### config.mk
export PLATFORM = sky130hd
export DESIGN_NAME = mul_div_unit
export DESIGN_NICKNAME = d
export VERILOG_FILES = /design/src/rtl/mips_pkg.sv /design/src/rtl/mdu_divider_step.sv /design/src/rtl/mul_div_unit.sv
export SDC_FILE = /design/constraint.sdc
export NUM_CORES = 1
export LEC_CHECK = 0
export BUFFER_PORTS_ARGS = -buffer_cell sky130_fd_sc_hd__buf_2
export CELL_PAD_IN_SITES_DETAIL_PLACEMENT = 1
export CELL_PAD_IN_SITES_GLOBAL_PLACEMENT = 1
export CORE_ASPECT_RATIO = 1.2
export CORE_MARGIN = 3
export CORE_UTILIZATION = 44
export CTS_CLUSTER_DIAMETER = 50
export DETAILED_ROUTE_END_ITERATION = 16
export PLACE_DENSITY = 0.94
export SLEW_MARGIN = 20
export SYNTH_ARGS = -nofsm -noshare
export SYNTH_HDL_FRONTEND = slang
export SYNTH_SLANG_ARGS = --single-unit
### constraint.sdc
create_clock -name clk -period 3.8 [get_ports clk]
set_input_delay 0.19 -clock clk [delete_from_list [all_inputs] [get_ports clk]]
set_output_delay 0.19 -clock clk [all_outputs]
set_load 0.01 [all_outputs]
### src/rtl/mips_pkg.sv
// Shared MIPS core definitions used by the multiply/divide unit: op encodings,
// FSM states and the iteration count.
package mips_pkg;

  localparam int unsigned MDU_ITERS = 32;

  localparam logic [1:0] MDU_MULTU = 2'b00;
  localparam logic [1:0] MDU_MULT  = 2'b01;
  localparam logic [1:0] MDU_DIVU  = 2'b10;
  localparam logic [1:0] MDU_DIV   = 2'b11;

  typedef enum logic [1:0] {
    IDLE,
    CALC,
    FIN
  } mdu_state_e;

endpackage

### src/rtl/mdu_divider_step.sv
// One restoring-divide iteration: shift remainder/quotient left, trial subtract,
// keep the difference and set the quotient bit when the divisor fits.
module mdu_divider_step #(
  parameter int unsigned WIDTH = 32
) (
  input  logic [WIDTH-1:0] rem_i,
  input  logic [WIDTH-1:0] quo_i,
  input  logic [WIDTH-1:0] dsr_i,
  output logic [WIDTH-1:0] rem_o,
  output logic [WIDTH-1:0] quo_o
);

  logic [WIDTH:0]   shifted;
  logic [WIDTH-1:0] diff;
  logic             ge;

  assign shifted = {rem_i, quo_i[WIDTH-1]};
  assign ge      = shifted >= {1'b0, dsr_i};
  // When ge the true difference is below the divisor, so the low bits suffice.
  assign diff    = shifted[WIDTH-1:0] - dsr_i;
  assign rem_o   = ge ? diff : shifted[WIDTH-1:0];
  assign quo_o   = {quo_i[WIDTH-2:0], ge};

endmodule

### src/rtl/mul_div_unit.sv
// Iterative multiply/divide unit with HI/LO registers, fixed 34-cycle latency.
// Divide support is built only when MUL_DIV_UNIT_DIV_EN is defined.
module mul_div_unit
  import mips_pkg::*;
#(
  parameter int unsigned WIDTH = 32
) (
  input  logic             clk,
  input  logic             rst_n,
  input  logic             start,
  input  logic [1:0]       op,
  input  logic [WIDTH-1:0] A,
  input  logic [WIDTH-1:0] B,
  input  logic             hi_we,
  input  logic             lo_we,
  input  logic [WIDTH-1:0] wdata,
  output logic             busy,
  output logic             done,
  output logic [WIDTH-1:0] HI,
  output logic [WIDTH-1:0] LO
);

  localparam int unsigned     CntW    = $clog2(MDU_ITERS);
  localparam logic [CntW-1:0] CntLast = CntW'(MDU_ITERS - 1);

  mdu_state_e       state_q, state_d;
  logic [CntW-1:0]  cnt_q, cnt_d;
  logic [WIDTH-1:0] acc_hi_q, acc_hi_d, acc_lo_q, acc_lo_d, opnd_q, opnd_d;
  logic [WIDTH-1:0] hi_q, hi_d, lo_q, lo_d;
  logic             neg_q, neg_d, done_q, done_d;

  logic             accept, is_div, op_ok, a_neg, b_neg;
  logic [WIDTH-1:0] a_mag, b_mag, step_hi, step_lo, res_hi, res_lo;
  logic [WIDTH:0]   mul_sum;
  logic [2*WIDTH-1:0] prod_fix;

  assign a_neg = op[0] & A[WIDTH-1];
  assign b_neg = op[0] & B[WIDTH-1];
  assign a_mag = a_neg ? -A : A;
  assign b_mag = b_neg ? -B : B;

  // Shift-add multiply: {acc_hi, acc_lo} starts as {0, multiplier}.
  assign mul_sum  = {1'b0, acc_hi_q} + (acc_lo_q[0] ? {1'b0, opnd_q} : '0);
  assign prod_fix = neg_q ? -{acc_hi_q, acc_lo_q} : {acc_hi_q, acc_lo_q};

`ifdef MUL_DIV_UNIT_DIV_EN
  logic             div_q, dz_q, rem_neg_q;
  logic [WIDTH-1:0] div_hi, div_lo;

  assign is_div = op[1];
  assign op_ok  = 1'b1;

  mdu_divider_step #(
    .WIDTH(WIDTH)
  ) u_div_step (
    .rem_i(acc_hi_q),
    .quo_i(acc_lo_q),
    .dsr_i(opnd_q),
    .rem_o(div_hi),
    .quo_o(div_lo)
  );

  always_ff @(posedge clk or negedge rst_n) begin
    if (!rst_n) begin
      div_q     <= 1'b0;
      dz_q      <= 1'b0;
      rem_neg_q <= 1'b0;
    end else if (accept) begin
      div_q     <= is_div;
      dz_q      <= (B == '0);
      rem_neg_q <= a_neg;
    end
  end

  assign step_hi = div_q ? div_hi : mul_sum[WIDTH:1];
  assign step_lo = div_q ? div_lo : {mul_sum[0], acc_lo_q[WIDTH-1:1]};

  // Divide by zero leaves the dividend magnitude in the remainder, so only LO needs forcing.
  always_comb begin
    res_hi = prod_fix[2*WIDTH-1:WIDTH];
    res_lo = prod_fix[WIDTH-1:0];
    if (div_q) begin
      res_lo = dz_q ? '1 : (neg_q ? -acc_lo_q : acc_lo_q);
      res_hi = rem_neg_q ? -acc_hi_q : acc_hi_q;
    end
  end
`else
  assign is_div  = 1'b0;
  assign op_ok   = ~op[1];
  assign step_hi = mul_sum[WIDTH:1];
  assign step_lo = {mul_sum[0], acc_lo_q[WIDTH-1:1]};
  assign res_hi  = prod_fix[2*WIDTH-1:WIDTH];
  assign res_lo  = prod_fix[WIDTH-1:0];
`endif

  assign accept = start && (state_q == IDLE) && op_ok;

  always_comb begin
    state_d  = state_q;
    cnt_d    = cnt_q;
    acc_hi_d = acc_hi_q;
    acc_lo_d = acc_lo_q;
    opnd_d   = opnd_q;
    neg_d    = neg_q;
    hi_d     = hi_q;
    lo_d     = lo_q;
    done_d   = 1'b0;
    unique case (state_q)
      IDLE: begin
        if (hi_we) hi_d = wdata;
        if (lo_we) lo_d = wdata;
        if (accept) begin
          state_d  = CALC;
          cnt_d    = '0;
          acc_hi_d = '0;
          acc_lo_d = is_div ? a_mag : b_mag;
          opnd_d   = is_div ? b_mag : a_mag;
          neg_d    = a_neg ^ b_neg;
        end
      end
      CALC: begin
        acc_hi_d = step_hi;
        acc_lo_d = step_lo;
        cnt_d    = cnt_q + CntW'(1);
        if (cnt_q == CntLast) state_d = FIN;
      end
      FIN: begin
        hi_d    = res_hi;
        lo_d    = res_lo;
        done_d  = 1'b1;
        state_d = IDLE;
      end
      default: state_d = IDLE;
    endcase
  end

  always_ff @(posedge clk or negedge rst_n) begin
    if (!rst_n) begin
      state_q  <= IDLE;
      cnt_q    <= '0;
      acc_hi_q <= '0;
      acc_lo_q <= '0;
      opnd_q   <= '0;
      neg_q    <= 1'b0;
      hi_q     <= '0;
      lo_q     <= '0;
      done_q   <= 1'b0;
    end else begin
      state_q  <= state_d;
      cnt_q    <= cnt_d;
      acc_hi_q <= acc_hi_d;
      acc_lo_q <= acc_lo_d;
      opnd_q   <= opnd_d;
      neg_q    <= neg_d;
      hi_q     <= hi_d;
      lo_q     <= lo_d;
      done_q   <= done_d;
    end
  end

  assign busy = (state_q != IDLE);
  assign done = done_q;
  assign HI   = hi_q;
  assign LO   = lo_q;

endmodule

After elaboration in Yosys (flattened, before gate mapping)
Cells that the tools add are included.

Register bits after elaboration: 169. Output and inout port bits: 66.

Bitwise logic cells: 4. Muxes and demuxes: 18. Add/subtract/negate cells: 5. Eq/ne operators: 7. Reduce and logical (&&, ||, !) cells: 11.

Operator list (number): case mux 32 bit (2 select lines) (4); 2-to-1 mux 32 bit (7); 2-to-1 mux 64 bit (1); negator 32 bit (2); negator 64 bit (1); adder 32 x 32 -> 33 bit (1); case mux 5 bit (2 select lines) (1); AND reduction 2 bit (5); inequality test 2 bit (second input constant) (4); nonzero test 2 bit (3); adder 5 x 1 -> 5 bit (second input constant) (1); == test 5 bit (second input constant) (1); 2-to-1 mux 5 bit (1); 2-to-1 mux 2 bit (2); case mux 2 bit (2 select lines) (1); AND 1 bit (2); == test 2 x 1 -> 1 bit (second input constant) (1); == test 2 bit (second input constant) (1); logical AND 1 bit (2); logical NOT 2 bit (1); 2-to-1 mux 1 bit (1); NOT 1 bit (1); bitwise XOR 1 bit (1).

Logic depth before layout (Yosys ltp)
Gate-level depths: netlist of run 1.

Depth after elaboration: 5. Depth in mapped cells: 12. Depth with buffers taken out: 11.

Worst setup path before layout of run 1
No wires, ideal clock.

Kind: reg-to-reg. Start point: register acc_lo_q[13]. End point: register hi_q[31], in the netlist HI[31]. Setup time: 131 ps. Clock period less this slack: 3048 ps. Stages on the path, launching flop included: 10. Path buffers: 2. Arrival: 2916 ps. Path slack: 752 ps. Cells stage by stage: dfrtp_1 > or4_1 > or4_1 > buf_2 > or4b_4 > buf_6 > or3b_4 > o31ai_4 > xor2_1 > o21ai_1.

Word-level cells in the longest chain between the ends: 3.

RTL lines: from (decl) (RTL line mul_div_unit.sv:28) `logic [WIDTH-1:0] acc_hi_q, acc_hi_d, acc_lo_q, acc_lo_d, opnd_q, opnd_d;`; from (signal assigned) (RTL line mul_div_unit.sv:152) `acc_lo_q <= acc_lo_d;`; negator 64 bit (RTL line mul_div_unit.sv:44) `assign prod_fix = neg_q ? -{acc_hi_q, acc_lo_q} : {acc_hi_q, acc_lo_q};`; 2-to-1 mux 64 bit (RTL line mul_div_unit.sv:44); case mux 32 bit (2 select lines) (RTL line mul_div_unit.sv:108) `unique case (state_q)`; to (signal assigned) (RTL line mul_div_unit.sv:155) `hi_q <= hi_d;`; to (decl) (RTL line mul_div_unit.sv:29) `logic [WIDTH-1:0] hi_q, hi_d, lo_q, lo_d;`.

Every way passes these cells. A chain may end at the register's enable or synchronous reset.

Worst setup path after layout of run 1
Start point: register acc_lo_q[12]. End point: register hi_q[31], in the netlist HI[31].

The elaborated chain is that of the path after synthesis.

==> results of run 1 <==
## worst max-delay path by stage
stage	startpoint	end	cells after the start
2_1_floorplan	acc_lo_q[13]$_DFFE_PN0P_	HI[31]$_DFFE_PN0P_	9
3_3_place_gp	acc_lo_q[13]$_DFFE_PN0P_	HI[31]$_DFFE_PN0P_	7
3_5_place_dp	acc_lo_q[12]$_DFFE_PN0P_	HI[27]$_DFFE_PN0P_	7
4_1_cts	acc_lo_q[12]$_DFFE_PN0P_	HI[27]$_DFFE_PN0P_	7
5_1_grt	acc_lo_q[0]$_DFFE_PN0P_	acc_hi_q[29]$_DFFE_PN0P_	10
6_report	acc_lo_q[12]$_DFFE_PN0P_	HI[31]$_DFFE_PN0P_	7
## cell usage in the layout, fill, tap and decap left out, types with 17 or more instances in the layout
master / n
nor3_1: 34
a21oi_1: 101
ha_1: 37
o21ai_0: 167
o31ai_1: 26
a22oi_1: 39
xor2_1: 67
nand2_1: 140
and3_1: 19
nor2_1: 97
clkbuf_16: 17
xnor2_1: 66
o41ai_1: 20
and2_1: 40
or3_1: 24
dfrtp_1: 168
buf_2: 167
nand3_1: 45
inv_1: 19
buf_4: 18
a21o_1: 17
## cell families after synthesis
kind of cell / after synthesis / synth area share [%]
multiplexers: 11 / 0.950
adder cells (fa/ha/maj): 38 / 4.17
XOR/XNOR: 133 / 10.1
buffers and inverters: 106 / 3.53
flip-flops: 169 / 36.5
AND/OR/NAND/NOR: 478 / 20.3
AO/OA/AOI/OAI: 456 / 24.5
## tightest hold or removal path, cell delays in order
cell	delay (ps)
buf_2	90
a22oi_1	60
o21ai_0	70
## synth_stat cells (6+ instances only)
cell        n
nand3_1    45
o31ai_1    26
a21boi_0    7
nand2_1   140
and2_1     40
or4_1      14
or2_2       7
a22oi_1    39
xnor2_1    66
o21ai_0   167
dfrtp_1   169
inv_1      19
nand2b_1   10
a21oi_1   101
mux2i_1    11
nor2b_1     9
nand4_1    12
nor2_1     99
and3_1     19
o41ai_1    20
a21o_1     17
nor3_1     34
clkbuf_1   80
or3_1      24
a31oi_1    13
xor2_1     67
ha_1       37
o221ai_1    7
a211oi_1    6
nor4_1     10
## cell type report
type | count | area, um2
inverter | 19 | 71.3
tap | 330 | 413
sequential | 169 | 4230
multi-input combinational | 1116 | 6970
timing repair buffer | 189 | 1030
clock buffer | 20 | 457
clock inverter | 12 | 141
fill | 3069 | 12400
## where the power goes
| part | internal [uW] | switching (uW) |
|---|---|---|
| clock network | 1010 | 800 |
| logic | 2250 | 3530 |
| registers | 2680 | 1140 |
## per-layer routing
layer / global-route usage (%) / vias to the layer above / wire (um)
li1: - / 5320 / -
met1: 36.8 / 5815 / 16900
met2: 51.5 / 426 / 20800
met3: 4.12 / 105 / 2410
met4: 12.2 / 2 / 1750
met5: 0 / - / 12
## flip-flops by register name (all words and copies together), names as in the netlist, 2 cells and up
| name | count |
|---|---|
| LO | 32 |
| HI | 32 |
| cnt_q | 5 |
| acc_hi_q | 32 |
| state_q | 2 |
| acc_lo_q | 32 |
| opnd_q | 32 |
## per-stage QoR
step           instances  setup WS [ps]  hold WS, ps  total power [uW]  utilization (%)
5_1_grt             1855            258         28.7             12200             51.8
3_3_place_gp        1822            589          334              9080             49.4
3_5_place_dp        1822            504          355              9410             49.4
6_report            1855            426         18.1             11400             51.8
4_1_cts             1855            442         20.6             11300             51.8
2_1_floorplan       1391            752         -106              7240                -
==> impl_metrics.json, run 1 <==
{
  "slew_viol_final": 0,
  "cts_resized": 0,
  "nNetsFinal": 1653,
  "cts_setup_buffers": 0,
  "post_drt_wl_per_cell_um": 22.6,
  "worstPathCellList": "or4_1 > or4_1 > or4b_4 > or3b_4 > o31ai_4 > xor2_1 > o21ai_1",
  "io_buffer_count": 168,
  "run_status": "finished clean",
  "area_delta_synth_final_pct": 14.9,
  "critPathBufInv": 0,
  "worst_slew_pin_slew_ps": 1060,
  "min-delay-start": "wdata[30]",
  "hold_class": "primary input to register",
  "r2r_setup_slack_ps": 430,
  "synth_edf_count": 0,
  "worst_setup_path_start_kind": "register",
  "place.gp.congestion": 0.935,
  "htree_levels": 4,
  "diodes": 0,
  "cts_sinks": 169,
  "cp_slowest_cell": "or4b_4",
  "reg2reg_from": "acc_lo_q[12]$_DFFE_PN0P_",
  "die-area_um2": 28300,
  "slew_headroom_pct": 29.3,
  "crit_top_cell": "or4_1",
  "max_cap_violations": 0,
  "tritoncts": "yes",
  "rsz0062_at_grt": "false",
  "finalHoldViolations": 0,
  "yosysTopAreaCell": "dfrtp_1",
  "syn_area_um2": 11600,
  "cts_buffer_depth": 2,
  "grt_max_degree": 95,
  "cts-root-buf": "clkbuf_16",
  "power_leakage_uw": 0.00570,
  "antenna_left": 0,
  "rr_endpoint": "HI[31]$_DFFE_PN0P_",
  "grt_pass1_wl_um": 67000,
  "yosys_warnings": 0,
  "fp.dieW_um": 154,
  "reg2reg_depth": 7,
  "via_per_inst": 6.29,
  "synth_nets": 1532,
  "yosys-top-cells-area": "dfrtp_1 (36%), o21ai_0 (7.2%), xor2_1 (5.1%), xnor2_1 (5.0%), nand2_1 (4.5%)",
  "drive_gt1_share_pct": 16.1,
  "core-area_um2": 25700,
  "p_per_area_nw_per_um2": 858,
  "cp_top_family": "simple AND/OR/NAND/NOR gates",
  "worstSetupPathType": "register to register",
  "io_pins": 169,
  "period_minus_slack_ps": 3370,
  "ys_seq_area_share_pct": 36.5,
  "place_hpwl_um": 31300,
  "drc": 0,
  "dr.pass1.iters": 6,
  "synth_top_area_share_pct": 36.5,
  "die_h_um": 184,
  "vdd_drop_max_mv": 0.310,
  "grt.total_usage_pct": 29.5,
  "grt_pass1_vias": 12092,
  "netlist_instances": 1391,
  "holdPathStages": 3,
  "synth-seq-cells": 169,
  "post-route-period-util_pct": 88.8,
  "setup-violations-final": 0,
  "max_stage_delay_ps": 660,
  "rows": 64,
  "cts_buffers": 17,
  "wl_um": 41900,
  "max_clock_freq_mhz": 296,
  "clock_latency_ps": 450,
  "hold_buffers": 1,
  "synthFlopType": "dfrtp_1",
  "required_ps": 4100,
  "worstPathArrival_ps": 3670,
  "yosysUniqueCellTypes": 70,
  "crit_fanout": 10,
  "fin_skew_ps": 13.7,
  "grt-ovfl-total": 0,
  "vias": 11668,
  "ys_async_sr_fraction_pct": 100,
  "start_util_pct": 45.1,
  "path_clk_slew_ps": 70,
  "end_kind": "register",
  "fin_setup_tns_ps": 0,
  "place_area_um2": 12700,
  "fin_area_um2": 13300,
  "hold_path_end": "HI[30]$_DFFE_PN0P_",
  "antenna_found_initial": 1,
  "drt-initial-drc-count": 857,
  "avgSynthCellArea_um2": 8.33
}
Note: power is estimated with default switching activity, not from simulation.
==> run 2, diff against run 1 <==
--- a/config.mk
+++ b/config.mk
@@ -13,6 +13,7 @@
 export CORE_UTILIZATION = 44
 export CTS_CLUSTER_DIAMETER = 50
 export DETAILED_ROUTE_END_ITERATION = 16
+export HOLD_SLACK_MARGIN = 0.15
 export PLACE_DENSITY = 0.94
 export SLEW_MARGIN = 20
 export SYNTH_ARGS = -nofsm -noshare
==> constraint.sdc (replaced) <==
create_clock -name clk -period 3.8 [get_ports clk]
set_input_delay 0.19 -clock clk [delete_from_list [all_inputs] [get_ports clk]]
set_output_delay 0.19 -clock clk [all_outputs]
set_load 0.02 [all_outputs]
==> impl_metrics.json, run 2 (same netlist as run 1, synthesis figures left out) <==
{
  "pwr-share-seq_pct": 32.3,
  "switching_share_pct": 49.7,
  "setup-violations-final": 0,
  "wl_um": 47400,
  "rows": 64,
  "cts_resized": 0,
  "cts_buffers": 17,
  "tritoncts": "yes",
  "p_per_area_nw_per_um2": 843,
  "cp_slowest_cell": "or4b_4",
  "core-area_um2": 25700,
  "period_minus_slack_ps": 3490,
  "nNetsFinal": 1739,
  "post_drt_wl_per_cell_um": 24.4,
  "crit_top_cell": "or4_1",
  "fin_setup_tns_ps": 0,
  "required_ps": 4090,
  "htree_levels": 4,
  "fp.dieW_um": 154,
  "antenna_found_initial": 2,
  "cts_buffer_depth": 2,
  "drt-initial-drc-count": 1045,
  "vias": 12413,
  "worst_setup_path_start_kind": "register",
  "die_h_um": 184,
  "critPathBufInv": 0,
  "worstSetupPathType": "register to register",
  "worstPathArrival_ps": 3770,
  "worstPathCellList": "or4_1 > or4_1 > or4b_4 > or3b_4 > o21ai_1 > xor2_1 > o21ai_0",
  "max_stage_delay_ps": 670,
  "grt.total_usage_pct": 33.3,
  "max_cap_violations": 0,
  "final_common_cell": "dfrtp_1",
  "vdd_drop_max_mv": 0.332,
  "hold_class": "primary input to register",
  "io_pins": 169,
  "grt-ovfl-total": 0,
  "run_status": "finished clean",
  "cts_sinks": 169,
  "place.gp.congestion": 0.935,
  "clock_latency_ps": 450,
  "rsz0062_at_grt": "false",
  "start_util_pct": 45.1,
  "grt_pass1_wl_um": 74900,
  "crit_fanout": 10,
  "layout_common_cells": "dfrtp_1 (168), o21ai_0 (167), buf_2 (167)",
  "combPwrFrac_pct": 52.2,
  "slew_headroom_pct": 30.3,
  "path_clk_slew_ps": 80,
  "io_buffer_count": 168,
  "antenna_left": 0,
  "die-area_um2": 28300,
  "end_kind": "register",
  "p_int_uw": 6010,
  "final_core_util_pct": 55.2,
  "place_hpwl_um": 31300,
  "worst_slew_pin_slew_ps": 1040,
  "cts-root-buf": "clkbuf_16",
  "slew_viol_final": 0,
  "p_sw_uw": 5950,
  "area_delta_synth_final_pct": 22.4,
  "clock_power_share_pct": 15.4,
  "power_leakage_uw": 0.00606,
  "grt_max_degree": 95,
  "drc": 0,
  "finalHoldViolations": 0,
  "grt_pass1_vias": 13087,
  "dr.pass1.iters": 6,
  "post-route-period-util_pct": 91.7,
  "max_clock_freq_mhz": 287,
  "cp_top_family": "simple AND/OR/NAND/NOR gates",
  "via_per_inst": 6.39,
  "drive_gt1_share_pct": 15.2,
  "fin_skew_ps": 17.4
}
## run 2: worst reg2reg max path, cell delays in order (launching register included)
cell,delay (ps)
dfrtp_1,450
or4_1,610
or4_1,660
or4b_4,680
or3b_4,460
o21ai_1,190
xor2_1,180
o21ai_0,100
## run 2: layer usage
metal | share of wire (%) | track usage [%] | wire [um]
met1 | 38 | 39.9 | 18100
met2 | 50 | 58.0 | 23500
met3 | 6.3 | 4.90 | 3000
met4 | 5.8 | 17.5 | 2730
met5 | 0 | 0 | 0
## run 2: timing repair
action,CTS,global route
setup buffers,0,0
hold buffers,87,0
endpoints found under the hold margin,190,0
## run 2: final timing paths
kind,depth (start not counted),slack (ps),start,to
worst max register to register,7,310,acc_lo_q[12]$_DFFE_PN0P_,HI[27]$_DFFE_PN0P_
min in group asynchronous,2,400,rst_n,acc_lo_q[28]$_DFFE_PN0P_
worst min-delay path,3,190,B[12],acc_lo_q[12]$_DFFE_PN0P_
worst max-delay path,7,310,acc_lo_q[12]$_DFFE_PN0P_,HI[27]$_DFFE_PN0P_
max in group asynchronous,3,2440,rst_n,LO[22]$_DFFE_PN0P_
worst min register to register,2,480,opnd_q[19]$_DFFE_PN0P_,opnd_q[19]$_DFFE_PN0P_
## run 2: per-stage QoR
stage	area, um2	hold WS (ps)	std cells	worst slack, ps	total power (uW)
detailed placement	12700	355	1822	504	9670
finish	14200	185	1944	315	12000
global route	14200	179	1944	103	12700
floorplan	11600	-106	1391	752	7490
global placement	12700	334	1822	589	9330
CTS	14200	152	1941	442	11600
## run 2: final cells by class
type | instances | area [um2]
timing repair buffer | 275 | 1890
multi-input combinational | 1116 | 6970
antenna | 3 | 7.51
clock inverter | 12 | 141
sequential | 169 | 4230
tap | 330 | 413
inverter | 19 | 71.3
clock buffer | 20 | 457
fill | 3011 | 11500
## run 2: power groups by stage
stage          logic, uW  clock network [uW]  registers [uW]
2_1_floorplan       3760                   0            3730
3_3_place_gp        5600                   0            3730
3_5_place_dp        5870                   0            3800
4_1_cts             6040                1820            3780
5_1_grt             6800                1920            3950
6_report            6250                1850            3860
